===== src/rtl/apb_gpio_irq.sv =====
// ---------------------------------------------------------------------------
// apb_gpio_irq
//   APB slave GPIO controller with per-pin direction, atomic set/clear,
//   synchronised inputs, rise/fall edge interrupts (W1C status), a fixed
//   number of wait states per transfer and error responses on illegal access.
//
// Register map (byte address, word aligned):
//   0x00 DATA_IN  RO   0x04 DATA_OUT RW   0x08 OUT_SET WO   0x0C OUT_CLR WO
//   0x10 DIR      RW   0x14 RISE_EN  RW   0x18 FALL_EN RW   0x1C IRQ_STATUS RW1C
//
// Ports:
//   PCLK, PRST        clock, synchronous active-high reset
//   PSEL..PSTRB       APB requester inputs (8-bit address, 32-bit data)
//   PRDATA/PREADY/PSLVERR  APB completer outputs
//   GpioIn            asynchronous pin inputs
//   GpioOut/GpioOEn   pin output values / output enables (1 = drive)
//   Irq               OR of all IRQ_STATUS bits
//
// Build option:
//   GPIO_DEBOUNCE_EN  when defined, each input pin must hold a new value for
//                     DEBOUNCE_CYCLES consecutive cycles before DATA_IN and the
//                     edge detector see it. Undefined: no filtering.
// ---------------------------------------------------------------------------
module apb_gpio_irq #(
  parameter int GPIO_WIDTH      = 32,
  parameter int WAIT_STATES     = 0,
  parameter int DEBOUNCE_CYCLES = 4
) (
  input  logic                  PCLK,
  input  logic                  PRST,
  input  logic                  PSEL,
  input  logic                  PENABLE,
  input  logic                  PWRITE,
  input  logic [7:0]            PADDR,
  input  logic [31:0]           PWDATA,
  input  logic [3:0]            PSTRB,
  output logic [31:0]           PRDATA,
  output logic                  PREADY,
  output logic                  PSLVERR,
  input  logic [GPIO_WIDTH-1:0] GpioIn,
  output logic [GPIO_WIDTH-1:0] GpioOut,
  output logic [GPIO_WIDTH-1:0] GpioOEn,
  output logic                  Irq
);

  if (GPIO_WIDTH < 1 || GPIO_WIDTH > 32 || WAIT_STATES < 0 || WAIT_STATES > 15 ||
      DEBOUNCE_CYCLES < 1) begin : g_param_check
    $error("apb_gpio_irq: parameter out of range");
  end

  typedef enum logic {ST_IDLE, ST_ACCESS} state_t;

  state_t state_q, state_d;
  logic [3:0] wait_q, wait_d;

  logic [GPIO_WIDTH-1:0] data_out, dir, rise_en, fall_en, irq_status;
  logic [GPIO_WIDTH-1:0] sync1, sync2, filt, prev;

  // ---------------- transfer FSM ----------------
  // NOTE: sequential state uses non-blocking assignments only, so every flop
  // samples the pre-edge value of every other flop regardless of block order.
  always_ff @(posedge PCLK) begin
    if (PRST) begin
      state_q <= ST_IDLE;
      wait_q  <= '0;
    end else begin
      state_q <= state_d;
      wait_q  <= wait_d;
    end
  end

  // NOTE: every output of this block gets a default first; a path that left
  // one unassigned would infer a latch.
  always_comb begin
    state_d = state_q;
    wait_d  = wait_q;
    case (state_q)
      ST_IDLE: begin
        if (PSEL && !PENABLE) begin
          state_d = ST_ACCESS;
          wait_d  = 4'(WAIT_STATES);
        end
      end
      ST_ACCESS: begin
        if (!PSEL)             state_d = ST_IDLE;   // aborted: nothing commits
        else if (wait_q != '0) wait_d  = wait_q - 4'd1;
        else                   state_d = ST_IDLE;   // completion cycle
      end
      default: state_d = ST_IDLE;
    endcase
  end

  // ---------------- decode ----------------
  logic        complete, addr_err, bus_err, wr_commit;
  logic [2:0]  reg_sel;
  logic [31:0] strb_mask32, wbits32, rd_word;
  logic [GPIO_WIDTH-1:0] wmask, wbits, w1c_clr, edge_set;

  assign complete    = (state_q == ST_ACCESS) && PSEL && (wait_q == '0);
  assign addr_err    = (PADDR[1:0] != 2'b00) || (PADDR > 8'h1C);
  assign bus_err     = addr_err || (PWRITE && (PADDR == 8'h00));
  assign wr_commit   = complete && PWRITE && !bus_err;
  assign reg_sel     = PADDR[4:2];
  assign strb_mask32 = {{8{PSTRB[3]}}, {8{PSTRB[2]}}, {8{PSTRB[1]}}, {8{PSTRB[0]}}};
  assign wbits32     = PWDATA & strb_mask32;
  assign wmask       = strb_mask32[GPIO_WIDTH-1:0];
  assign wbits       = wbits32[GPIO_WIDTH-1:0];

  always_comb begin
    rd_word = '0;
    case (reg_sel)
      3'd0:    rd_word = 32'(filt);
      3'd1:    rd_word = 32'(data_out);
      3'd4:    rd_word = 32'(dir);
      3'd5:    rd_word = 32'(rise_en);
      3'd6:    rd_word = 32'(fall_en);
      3'd7:    rd_word = 32'(irq_status);
      default: rd_word = '0;                 // OUT_SET / OUT_CLR read as zero
    endcase
  end

  // Read data is driven only on a clean read completion, zero otherwise.
  assign PREADY  = complete;
  assign PSLVERR = complete && bus_err;
  assign PRDATA  = (complete && !PWRITE && !bus_err) ? rd_word : 32'd0;

  // ---------------- registers ----------------
  assign edge_set = (filt & ~prev & rise_en) | (~filt & prev & fall_en);
  assign w1c_clr  = (wr_commit && reg_sel == 3'd7) ? wbits : '0;

  always_ff @(posedge PCLK) begin
    if (PRST) begin
      data_out   <= '0;
      dir        <= '0;
      rise_en    <= '0;
      fall_en    <= '0;
      irq_status <= '0;
    end else begin
      if (wr_commit) begin
        case (reg_sel)
          3'd1:    data_out <= (data_out & ~wmask) | wbits;
          3'd2:    data_out <= data_out | wbits;
          3'd3:    data_out <= data_out & ~wbits;
          3'd4:    dir      <= (dir & ~wmask) | wbits;
          3'd5:    rise_en  <= (rise_en & ~wmask) | wbits;
          3'd6:    fall_en  <= (fall_en & ~wmask) | wbits;
          default: ;
        endcase
      end
      // Hardware set is ORed in after the clear, so a same-cycle edge wins.
      irq_status <= (irq_status & ~w1c_clr) | edge_set;
    end
  end

  // ---------------- input path ----------------
  // NOTE: synchroniser and previous-value flops are reset as well, otherwise
  // an X/stale value leaving reset could look like a pin edge.
  always_ff @(posedge PCLK) begin
    if (PRST) begin
      sync1 <= '0;
      sync2 <= '0;
      prev  <= '0;
    end else begin
      sync1 <= GpioIn;
      sync2 <= sync1;
      prev  <= filt;
    end
  end

`ifdef GPIO_DEBOUNCE_EN
  localparam int CNT_W = (DEBOUNCE_CYCLES > 1) ? $clog2(DEBOUNCE_CYCLES) : 1;
  logic [CNT_W-1:0] db_cnt [GPIO_WIDTH];

  // Count consecutive cycles where the synced bit disagrees with the filtered
  // bit; any agreement (a glitch ending) restarts the count.
  always_ff @(posedge PCLK) begin
    if (PRST) begin
      filt <= '0;
      for (int i = 0; i < GPIO_WIDTH; i++) db_cnt[i] <= '0;
    end else begin
      for (int i = 0; i < GPIO_WIDTH; i++) begin
        if (sync2[i] != filt[i]) begin
          if (db_cnt[i] == CNT_W'(DEBOUNCE_CYCLES - 1)) begin
            filt[i]   <= sync2[i];
            db_cnt[i] <= '0;
          end else begin
            db_cnt[i] <= db_cnt[i] + 1'b1;
          end
        end else begin
          db_cnt[i] <= '0;
        end
      end
    end
  end
`else
  assign filt = sync2;
`endif

  // ---------------- outputs ----------------
  assign GpioOut = data_out;
  assign GpioOEn = dir;
  assign Irq     = |irq_status;

endmodule


===== config.mk =====
export PLATFORM = sky130hd
export DESIGN_NAME = apb_gpio_irq
export DESIGN_NICKNAME = d
export VERILOG_FILES = /design/src/rtl/apb_gpio_irq.sv
export SDC_FILE = /design/constraint.sdc
export NUM_CORES = 1
export LEC_CHECK = 0
export CORE_ASPECT_RATIO = 0.8
export CORE_MARGIN = 2
export CORE_UTILIZATION = 41
export DETAILED_ROUTE_END_ITERATION = 6
export DONT_BUFFER_PORTS = 1
export HOLD_SLACK_MARGIN = 0.05
export MAX_ROUTING_LAYER = met4
export PLACE_DENSITY_LB_ADDON = 0.05
export SETUP_SLACK_MARGIN = 0.15
export SLEW_MARGIN = 20
export SYNTH_ARGS = -nofsm -noshare
export SYNTH_HDL_FRONTEND = slang
export SYNTH_SLANG_ARGS = --single-unit

===== constraint.sdc =====
create_clock -name PCLK -period 7 [get_ports PCLK]
set_clock_uncertainty 0.05 [all_clocks]
set_input_delay 1.05 -clock PCLK [delete_from_list [all_inputs] [get_ports PCLK]]
set_output_delay 1.05 -clock PCLK [all_outputs]
set_load 0.1 [all_outputs]

# --- Yosys cells after proc, flatten, opt, wreduce, memory -nomap -nowiden ---
# Index checks and enable logic that the tools add are counted.
classes:
  n_mux: 12
  reduce_logical: 27
  eq_ne: 10
  n_lt_le_gt_ge: 1
  bitwise_logic: 24
  add_sub_neg: 1
op_table:
  columns: ["operator", "n"]
  rows:
  - ["$and A32 B32 Y32", 11]
  - ["$or A32 B32 Y32", 7]
  - ["$pmux W32 S6", 1]
  - ["$not A32 Y32", 5]
  - ["$pmux W32 S3", 1]
  - ["$mux W32", 2]
  - ["$reduce_or A32 Y1", 1]
  - ["$eq A3 B3 Y1 const B", 4]
  - ["$mux W4", 3]
  - ["$logic_and A1 B1 Y1", 10]
  - ["$gt A8 B5 Y1 const B", 1]
  - ["$logic_not A8 Y1", 1]
  - ["$pmux W4 S2", 1]
  - ["$reduce_and A2 Y1", 4]
  - ["$eq A3 B2 Y1 const B", 2]
  - ["$logic_not A4 Y1", 1]
  - ["$ne A2 B2 Y1 const B", 2]
  - ["$reduce_bool A4 Y1", 1]
  - ["$sub A4 B1 Y4 const B", 1]
  - ["$eq A3 B1 Y1 const B", 1]
  - ["$logic_not A1 Y1", 3]
  - ["$logic_not A3 Y1", 1]
  - ["$mux W1", 3]
  - ["$reduce_and A3 Y1", 1]
  - ["other kinds (6)", 7]
totals:
  register_bits: 261
  elab_cells: 85
  output_inout_bits: 99
  in_bits: 81

# --- Logic depth before layout (Yosys ltp) ---
# Gate-level depths: netlist (run 1).
logic_depth:
  depth_word: 10
  mapped_depth: 8
  mapped_depth_nobuf: 6

# --- Least setup slack after synthesis (run 1) ---
# OpenSTA, ideal clock, no wires.
synth_path:
  path_kind: "input-to-output"
  start: "input port PSEL"
  end: "output port PRDATA[0]"
  n_path_buf: 1
  slack_ns: 0.567
  path_stages: 5
  arrival_time_ns: 5.333
  required_ns: 5.900
  cell_sequence: "nand2_1 nor2_1 nand4bb_1 clkbuf_1 a211oi_1"
synth_via:
  elab_chain_cells: 5
synth_rtl:
  columns: ["item", "line", "text"]
  rows:
  - ["from (decl)", "31", "input logic PSEL,"]
  - ["$logic_and A1 B1 Y1 (2 in a row)", "99", "assign complete = (state_q == ST_ACCESS) && PSEL && (wait_q == '0);"]
  - ["named net PREADY", "38", "output logic PREADY,"]
  - ["$logic_and A1 B1 Y1 (2 in a row)", "125", "assign PRDATA = (complete && !PWRITE && !bus_err) ? rd_word : 32'd0;"]
  - ["$mux W32", "125", null]
  - ["to (decl)", "37", "output logic [31:0] PRDATA,"]
# The timed path passes the listed nets, and every way through them passes these cells.

# --- Worst setup path in the final report (run 1) ---
layout_path:
  start: "register wait_q[0]"
  end: "output port PRDATA[0]"
layout_via:
  elab_chain_cells: 5
layout_rtl:
  columns: ["item", "line", "text"]
  rows:
  - ["from (decl)", "54", "logic [3:0] wait_q, wait_d;"]
  - ["from (signal assigned)", "68", "wait_q <= wait_d;"]
  - ["$logic_not A4 Y1", "99", null]
  - ["$logic_and A1 B1 Y1", "99", null]
  - ["$logic_and A1 B1 Y1 (2 in a row)", "125", null]
  - ["$mux W32", "125", null]
# No other way between the ends.

==> metrics, run 1 <==
initial core utilization=41.63%; Least-Margin Pin Slew=1.160 ns; Lkg Pwr=4.542 nW; GR Layer Usage met1=between 30% and 40%; Clk pin slew, worst setup/hold paths=~0.060 ns; crit path DAT=3.91 ns; netlist area before placement=0.01131 mm^2; worst endpoint required time=5.90 ns; dpl hpwl=around 23,000 um; routed via count=8,914; global-route wire length before repair=55,410 um; die area=0.02893 mm^2; Net Count, Synth=1,282; initial DRC count=736; EDFF count, synth=0; fmax=0.1995 GHz; total track usage=between 20% and 30%; hold-fix buffer count after cts=0; CTS HTree Levels=1; Cells after Synth=1,200; Hold Vio Cnt, Final=0; IO buf count=0; family with the most delay on the worst path=simple AND/OR/NAND/NOR gates; fin crit period=around 5.0 ns; crit end category=primary output; final setup violation count=0; Rel. slew slack=22.40%; TritonCTS Buffers=28; total chip power=0.003190 W; drt pass-1 iters=7; Yosys reg bits=261; Root Buffer=clkbuf_16; mean post-synth cell area=9.423 um^2; Nets=about 1,200; max cap viols=0; post-CTS setup buffer count=0; Final Slew Violations=0; final setup margin=1.988 ns; global routing's busiest layer=met2; area grow syn2layout=11.42%; CTS tree=built; Worst Hold Class=reg2reg; clk sinks=261; number of I/O pins=180; Antenna Cells=0; worst-path fanout max=32; initial antenna violation count=0; dpl cell area=0.01163 mm^2; Seq/Total Area, Yosys=a little under half; WL final=36,150 um; worst-case clock buffer depth=3; CP cell instances=inv_1 > ha_1 > or3b_1 > nor2_2 > nand4bb_4 > a211oi_4; post_cts resized=0; Chip Height=152.5 um; Slowest cell on crit path=a211oi_4; pwr dens=253.2 mW/mm^2; Worst Path Buf+Inv=1; ys async rst share=0%; Crit Path Category=reg2out; pre-CTS setup slack=2.027 ns; FP Rows=54; Worst VDD drop=0.1731 mV; Yosys warnings=0; # DRC=0; unrepaired setup endpoints after global routing=no; gr ovfl total=0; largest net degree at the start of global routing=135; Core ar.=0.02716 mm^2; vias in the first global route=slightly below 9,000; Worst Setup Start Kind=flip-flop; ys flop type=dfxtp_1; post-synthesis cell type count=52; setup tns final=0 ns; status=finished, final reports clean; met2 Use GR=38.72%; Vias/cell=5.819; final worst path period share=71.59%; CP peak stage delay=1.27 ns; Routed WL per cell=around 24 um; met3 usage=around 4.8%; Clk Latency, worst-skew pair=0.54 ns; Placer Congestion=0.8107; Routed Antenna Nets=0; Finished Cell Area=0.01260 mm^2; Die X=189.7 um; layout cells sized above 1=12.93%
per-layer routing:
layer / vias to the layer above / routed length (um)
met3: 50 / 2504
met2: 285 / 15940
met4: 0 / 670
li1: 4254 / -
met5: - / 0
met1: 4325 / 17030
cells by family (layout without fill, tap and decap cells):
logic type	Yosys count	in the layout	synth area share, %
AOI/OAI and AO/OA	249	249	15.45
xor gates and xnor gates	1	1	0.07747
adders and majority gates	1	1	0.1106
buffers and inverters	101	69	3.652
DFF	261	261	46.21
muxes	152	152	14.21
and+or+nand+nor	435	435	20.29
worst reg2reg max path: cells and delay by family, from the launching register on:
family	cells	cell delay, ns
multiplexers	1	0.29
AND/OR/NAND/NOR	3	2.06
buffers and inverters	1	0.06
adder cells (fa/ha/maj)	1	0.16
flip-flops	1	0.33
final cells by class:
| type | count | area, um^2 |
|---|---|---|
| inverters | 5 | 21.27 |
| clock inverters | 13 | 147.6 |
| fillers | 2605 | 14560 |
| clock buffers | 39 | 823.3 |
| flip-flops and latches | 261 | 5225 |
| multi-input cells | 838 | 5836 |
| well taps | 364 | 455.4 |
| repair buffers | 12 | 90.09 |
placed cells by master, fill, tap and decap left out, drive strengths merged, types with 3 or more instances in the layout:
master	n
o21ai	75
a21oi	4
clkinv	7
o221ai	4
a221oi	6
nand3b	65
mux2	38
nor2b	105
a22o	8
a22oi	17
nor3	11
clkbuf	39
a31oi	32
mux2i	111
a2bb2oi	4
o311ai	32
nand4	3
or3	5
mux4	3
nor2	32
and2	3
a211oi	6
o31ai	32
a222oi	12
nand2	172
buf	12
a31o	8
nand3	13
bufinv	3
nor3b	4
nor4	11
clkinvlp	3
dfxtp	261
inv	5
o2bb2ai	6
Yosys cell counts, types with 4 or more instances:
master     count  area share, %
dfxtp_1      261             46
nand2_1      172            5.7
mux2i_1      111            9.8
nor2b_1      105            5.8
clkbuf_1      77            2.6
nand3b_1      65            4.3
o21ai_0       45            2.0
mux2_2        38            3.8
a31oi_1       32            1.8
nor2_1        32            1.1
o311ai_0      32            2.5
o31ai_1       32            2.1
o21ai_1       30            1.3
a22oi_1       17            1.1
nand3_1       13           0.58
a222oi_1      12            1.1
nor3_1        11           0.49
nor4_1        11           0.61
buf_2          9           0.40
a22o_1         8           0.62
a31o_2         8           0.62
buf_1          7           0.23
a211oi_1       6           0.40
a221oi_1       6           0.46
o2bb2ai_1      6           0.46
a21oi_1        4           0.18
a2bb2oi_1      4           0.31
inv_1          4           0.13
nor3b_1        4           0.27
o221ai_1       4           0.31
or3_1          4           0.22
report_power, final:
group | total [W] | switching, W | internal, W
Clock | 0.00155 | 0.000623 | 0.000929
Sequential | 0.00152 | 0.0000133 | 0.00151
Combinational | 0.000116 | 0.0000723 | 0.0000433
Total | 0.00319 | 0.000709 | 0.00248
path summary, 6_finish.rpt:
check	depth (start not counted)	slack (ns)	startpoint	endpoint
worst max register to register	6	3.98	wait_q[0]	flip-flop
worst max-delay path	6	1.99	wait_q[0]	PRDATA[0]
worst min register to register	1	0.38	sync1[5]	filt[5]
worst min-delay path	1	0.38	sync1[5]	filt[5]
metrics by stage:
step,instances,hold WS (ns),utilization [%]
4_1_cts,1532,0.3849,46.38
2_1_floorplan,1200,0.3638,-
3_3_place_gp,1480,0.3665,42.81
5_1_grt,1532,0.3970,46.38
3_5_place_dp,1480,0.3704,42.81
6_report,1532,0.3834,46.38
No activity file was read; power rests on OpenSTA's default activity.
==> run 2: changes to the inputs <==
==> constraint.sdc (replaced) <==
create_clock -name PCLK -period 5.2 [get_ports PCLK]
set_clock_uncertainty 0.05 [all_clocks]
set_input_delay 0.78 -clock PCLK [delete_from_list [all_inputs] [get_ports PCLK]]
set_output_delay 0.78 -clock PCLK [all_outputs]
set_load 0.1 [all_outputs]
==> run 2 against run 1 <==
  * Via count rose by 1.9%
  * Critical path type unchanged
  * Global-route usage down 0.34 points
  * Hold slack lost 0.12 ns
  * Worst setup slack worse by 0.97 ns
  * Core utilization up 0.77 points
  * Largest cell class unchanged
  * Non-clock buffer count is 33 higher
  * Critical endpoint unchanged
==> metrics, run 2 (synthesis gave the netlist of run 1 again) <==
status=finished, final reports clean; commonest non-fill, non-tap cell in the layout=dfxtp_1; die area=0.02893 mm^2 (unchanged); final setup violation count=0 (unchanged); final worst path period share=80.32%; initial DRC count=662 (-10%); initial antenna violation count=0 (unchanged); initial core utilization=41.63% (unchanged); crit end category=primary output; TritonCTS Buffers=28 (unchanged); vias in the first global route=8,664 (-1.2%); worst endpoint required time=4.37 ns (-1.53 ns); Routed Antenna Nets=0 (unchanged); critical path startpoint=wait_q[0]; routed via count=9,080 (+1.9%); FP Rows=54 (unchanged); largest net degree at the start of global routing=135 (unchanged); Lkg Pwr=4.708 nW (+3.6%); Most common cell on crit path=buf_4; fmax=0.2394 GHz; highest-count cells in the layout ignoring fill and taps=dfxtp_1 (261), nand2_1 (172), mux2i_1 (111); worst setup path end=PRDATA[0]; instance count on the critical path=8 (+2); Worst Hold Class=in2reg; post_cts resized=0 (unchanged); family with the most delay on the worst path=simple AND/OR/NAND/NOR gates; setup tns final=0 ns (unchanged); layout cells sized above 1=14.88% (+2.0 points); fin crit period=4.177 ns; post-placement cell count=1,513 (+2.2%); max cap viols=0 (unchanged); clk sinks=261 (unchanged); pwr dens=329.1 mW/mm^2 (+30%); Least-Margin Pin Slew=1.114 ns (-0.04631 ns); Worst VDD drop=0.2489 mV (+44%); Non-Filler Instances=1,560 (+1.8%); crit path DAT=3.35 ns (-0.56 ns); WL final=36,030 um (-0.34%); Routed WL per cell=23.09 um (-2.1%); Crit Path Category=reg2out; Slowest cell on crit path=or3b_1; global-route wire length before repair=54,770 um (-1.1%); Chip Height=152.5 um (unchanged); area grow syn2layout=13.28%; CP cell instances=inv_1 > ha_1 > or3b_1 > nor2_2 > nand4bb_4 > buf_4 > a211oi_4 > buf_4; dpl hpwl=22,740 um (+0.90%); worst reg2reg path depth=6 (unchanged); CTS tree=built; Rel. slew slack=25.41% (+3.0 points); Placer Congestion=0.7871 (-2.9%); Clk Latency, worst-skew pair=0.54 ns (about the same); worst-path fanout max=18 (-44%); FF-to-FF Start=wait_q[0]; gr ovfl total=0 (unchanged); hold-fix buffer count after cts=0 (unchanged); Nets=1,261 (+2.7%); total track usage=25.11% (-0.34 points); Worst Setup Start Kind=flip-flop; setup slack, reg-to-reg=2.05 ns (-1.93 ns); CP peak stage delay=0.50 ns (-0.77 ns); Worst Path Buf+Inv=3 (+2); CTS HTree Levels=1 (unchanged); Core ar.=0.02716 mm^2 (unchanged); Antenna Cells=0 (unchanged); Clk pin slew, worst setup/hold paths=0.06 ns (about the same); IO buf count=0 (unchanged); # DRC=0 (unchanged); Die X=189.7 um (unchanged); worst-case clock buffer depth=3 (unchanged); Hold Vio Cnt, Final=0 (unchanged); pre-CTS setup slack=1.167 ns (-0.8605 ns); Vias/cell=5.821 (about the same); Root Buffer=clkbuf_16; final setup margin=1.023 ns (-0.9651 ns); Final Slew Violations=0 (unchanged); post-CTS setup buffer count=0 (unchanged); number of I/O pins=180 (unchanged); unrepaired setup endpoints after global routing=no; drt pass-1 iters=6 (-1)
## run 2: changes by cell type in the layout (fill, tap and decap cells not counted)
| cell | previous run | this run |
|---|---|---|
| clkbuf_1 | 4 | 5 |
| clkinvlp_4 | 3 | 0 |
| buf_12 | 0 | 1 |
| bufinv_16 | 3 | 2 |
| buf_4 | 12 | 44 |
| clkbuf_8 | 6 | 7 |
| clkinv_2 | 7 | 4 |
## run 2: worst register-to-register path: cells and delay by family, from the launching register on
family        cells  cell delay, ns
mux               1            0.27
fa+ha+maj         1            0.17
buf+inv           1            0.07
simple gates      3            2.20
flops             1            0.33
## run 2: metal layers
metal,up-vias,routed length [um],part of all wire [%],track usage [%]
li1,4323,-,-,-
met1,4397,17300,48,35.80
met2,309,15310,43,36.11
met3,51,2666,7.4,5.297
met4,0,749,2.1,6.275
met5,-,0,0,-
## run 2: how the worst min path moves through the flow
stage	endpoint	slack, ns	startpoint	depth (start not counted)
6_report	sync1[31]	0.26	PRST	1
3_3_place_gp	filt[28]	0.37	sync1[28]	1
5_1_grt	sync1[31]	0.25	PRST	1
2_1_floorplan	filt[0]	0.36	sync1[0]	1
4_1_cts	sync1[31]	0.25	PRST	1
3_5_place_dp	filt[6]	0.37	sync1[6]	1
## run 2: power breakdown
| part | internal [W] | switching [W] | total (W) |
|---|---|---|---|
| clock network | 0.00120 | 0.000804 | 0.00201 |
| logic | 0.0000593 | 0.0000983 | 0.000158 |
| registers | 0.00203 | 0.0000179 | 0.00205 |
| total | 0.00330 | 0.000920 | 0.00422 |
## run 2: final cells by class
| class | instances | area (um^2) |
|---|---|---|
| Sequential cell | 261 | 5225 |
| Tap cell | 364 | 455.4 |
| Inverter | 5 | 21.27 |
| Fill cell | 2605 | 14350 |
| Timing Repair Buffer | 45 | 350.3 |
| Clock buffer | 41 | 840.8 |
| Multi-Input combinational cell | 838 | 5836 |
| Clock inverter | 6 | 80.08 |
## run 2: stage by stage
stage	total power (W)	hold slack, ns	util (%)	area (um^2)
detailed placement	0.002249	0.3739	43.77	11890
global placement	0.002249	0.3675	43.77	11890
global route	0.004368	0.2504	47.16	12810
floorplan	0.002241	0.3638	-	11340
CTS	0.004255	0.2457	47.16	12810
finish	0.004216	0.2620	47.16	12810
==> run 3: changes to the inputs <==
==> constraint.sdc (replaced) <==
create_clock -name PCLK -period 4.2 [get_ports PCLK]
set_clock_uncertainty 0.05 [all_clocks]
set_input_delay 0.63 -clock PCLK [delete_from_list [all_inputs] [get_ports PCLK]]
set_output_delay 0.63 -clock PCLK [all_outputs]
set_load 0.1 [all_outputs]
==> run 3 against run 2 <==
  * Highest routed layer unchanged
  * Non-clock buffer count grew 60
  * Sequential power increased by 24%
  * Core utilization is 3.3 points higher
  * Worst setup slack lost 0.56 ns
  * First-iteration DRC count rose by 9.1%
  * Critical path type unchanged
  * Clock power rose by 29%
  * Total power increased by 27%
==> metrics, run 3 (synthesis gave the netlist of run 1 again) <==
final setup margin=0.4671 ns (-0.5564 ns); worst reg2reg path depth=6 (unchanged); pwr dens=389.1 mW/mm^2 (+18%); fmax=0.2679 GHz; commonest non-fill, non-tap cell in the layout=dfxtp_1; layout cells sized above 1=19.25% (+4.4 points); max cap viols=0 (unchanged); unrepaired setup endpoints after global routing=no; highest-count cells in the layout ignoring fill and taps=dfxtp_1 (261), nand2_1 (172), mux2i_1 (111); wire length on met2=16,430 um (+7.3%); Clk pin slew, worst setup/hold paths=0.07 ns (about the same); switching share of power=22.44% (+0.60 points); CP peak stage delay=0.47 ns (-0.03 ns); max layer used=met4; post-placement cell count=1,573 (+4.0%); terminating pin of the worst hold path=sync1[29]; Non-Filler Instances=1,622 (+4.0%); wire length on met1=17,490 um (+1.1%); number of I/O pins=180 (unchanged); clock share of power=48.7% (+1.0 points); # DRC=0 (unchanged); Root Buffer=clkbuf_16; # fillers=2,555 (-1.9%); gr ovfl total=0 (unchanged); Core ar.=0.02716 mm^2 (unchanged); drt pass-1 iters=5 (-1); Slowest cell on crit path=or3b_1; initial antenna violation count=1 (+1); worst hold stages=1 (unchanged); final worst path period share=88.88%; area of the multi-input gates=0.005836 mm^2 (unchanged); hold-fix buffer count after cts=0 (unchanged); setup slack, reg-to-reg=1.28 ns (-0.77 ns); Clk Latency, worst-skew pair=0.55 ns (about the same); Least-Margin Pin Slew=1.106 ns (-0.007903 ns); FP Rows=54 (unchanged); worst-case clock buffer depth=3 (unchanged); Seq pwr share=47.5% (-1.1 points); Finished Core Util=50.47% (+3.3 points); Lkg Pwr=5.131 nW (+9.0%); FF-to-FF Start=wait_q[0]; post_cts resized=0 (unchanged); Worst VDD drop=0.3373 mV (+36%); routed via count=9,429 (+3.8%); Vias/cell=5.813 (-0.13%); dpl hpwl=23,260 um (+2.3%); TritonCTS Buffers=28 (unchanged); capturing point of the worst reg2reg path=GpioOut[0]; Comb pwr share=3.7% (about the same); Crit Path Category=reg2out; initial DRC count=722 (+9.1%); post-CTS setup buffer count=0 (unchanged); vias in the first global route=8,913 (+2.9%); initial core utilization=41.63% (unchanged); total track usage=26.13% (+1.0 points); die area=0.02893 mm^2 (unchanged); Die X=189.7 um (unchanged); FF/Latch Area=0.005225 mm^2 (unchanged); WL final=37,410 um (+3.8%); Nets=1,321 (+4.8%); final setup violation count=0 (unchanged); fin crit period=3.733 ns; Rel. slew slack=25.99% (+0.58 points); Routed WL per cell=23.06 um (-0.12%); Internal=0.004138 W (+26%); net switching power=0.001197 W (+30%); global-route wire length before repair=56,900 um (+3.9%); CTS tree=built; Routed Antenna Nets=0 (unchanged); worst endpoint required time=3.52 ns (-0.85 ns); Final Slew Violations=0 (unchanged); Hold Vio Cnt, Final=0 (unchanged); Chip Height=152.5 um (unchanged); crit end category=primary output; status=finished, final reports clean; CTS HTree Levels=1 (unchanged); worst-path fanout max=14 (-4); IO buf count=0 (unchanged); routed wl met3=2845 um (+6.7%); crit path DAT=3.05 ns (-0.30 ns); pre-CTS setup slack=0.6541 ns (-0.5125 ns); area grow syn2layout=21.25%; Worst Hold Class=in2reg; Min-Delay Startpoint=PRST; clk sinks=261 (unchanged); Placer Congestion=0.7943 (+0.91%); largest net degree at the start of global routing=135 (unchanged); CP cell instances=inv_1 > ha_1 > or3b_1 > nor2_2 > nand4bb_4 > buf_4 > a211oi_4 > buf_12; Worst Setup Start Kind=flip-flop
-- run 3: changes by cell type in the layout (fill, tap and decap cells not counted), sizes merged --
cell / previous run / this run
buf: 45 / 105
bufinv: 2 / 4
clkbuf: 41 / 34
clkinv: 4 / 7
clkinvlp: 0 / 3
diode: 0 / 1
-- run 3: metrics by stage --
step	total power [W]	instance area [um^2]	TNS (ns)	hold WS, ns
global route	0.005509	13710	0	0.07854
floorplan	0.002775	11380	-3.297	0.3638
detailed placement	0.002787	12750	0	0.3704
global placement	0.002787	12750	0	0.3664
finish	0.005334	13710	0	0.1057
CTS	0.005379	13710	0	0.08669
-- run 3: area by class of cell --
type,count,share of cell area (%)
timing repair buffer,105,8.853
multi-input combinational,838,42.57
sequential,261,38.11
clock buffer,34,5.649
antenna,1,0.01825
inverter,5,0.1552
clock inverter,14,1.323
tap,364,3.322
-- run 3: worst max path at each step --
stage                    from         end  slack (ns)  cells past startpoint
floorplan           wait_q[0]   PRDATA[0]       -0.24                      8
global placement     PADDR[1]  PRDATA[10]        0.70                      6
detailed placement   PADDR[1]  PRDATA[14]        0.65                      6
CTS                 wait_q[0]  PRDATA[14]        0.42                      8
global route        wait_q[0]   PRDATA[4]        0.26                      8
finish              wait_q[0]  PRDATA[14]        0.47                      8
-- run 3: metal layers --
metal / global-route usage (%) / vias up
met2: 38.37 / 334
met5: - / -
met3: 5.274 / 47
met4: 5.500 / 0
li1: - / 4429
met1: 37.14 / 4619
-- run 3: power by group through the flow --
stage	Clock, W	Sequential, W	Combinational (W)
6_report	0.00260	0.00254	0.000199
4_1_cts	0.00265	0.00254	0.000198
3_3_place_gp	0	0.00259	0.000196
3_5_place_dp	0	0.00259	0.000197
2_1_floorplan	0	0.00258	0.000193
5_1_grt	0.00275	0.00254	0.000215
-- run 3: critical path: cells and delay by family (launching register included) --
family / cells / cell delay, ns
compound gates: 1 / 0.21
fa+ha+maj: 1 / 0.16
simple gates: 3 / 1.13
flops: 1 / 0.33
buf+inv: 3 / 0.67
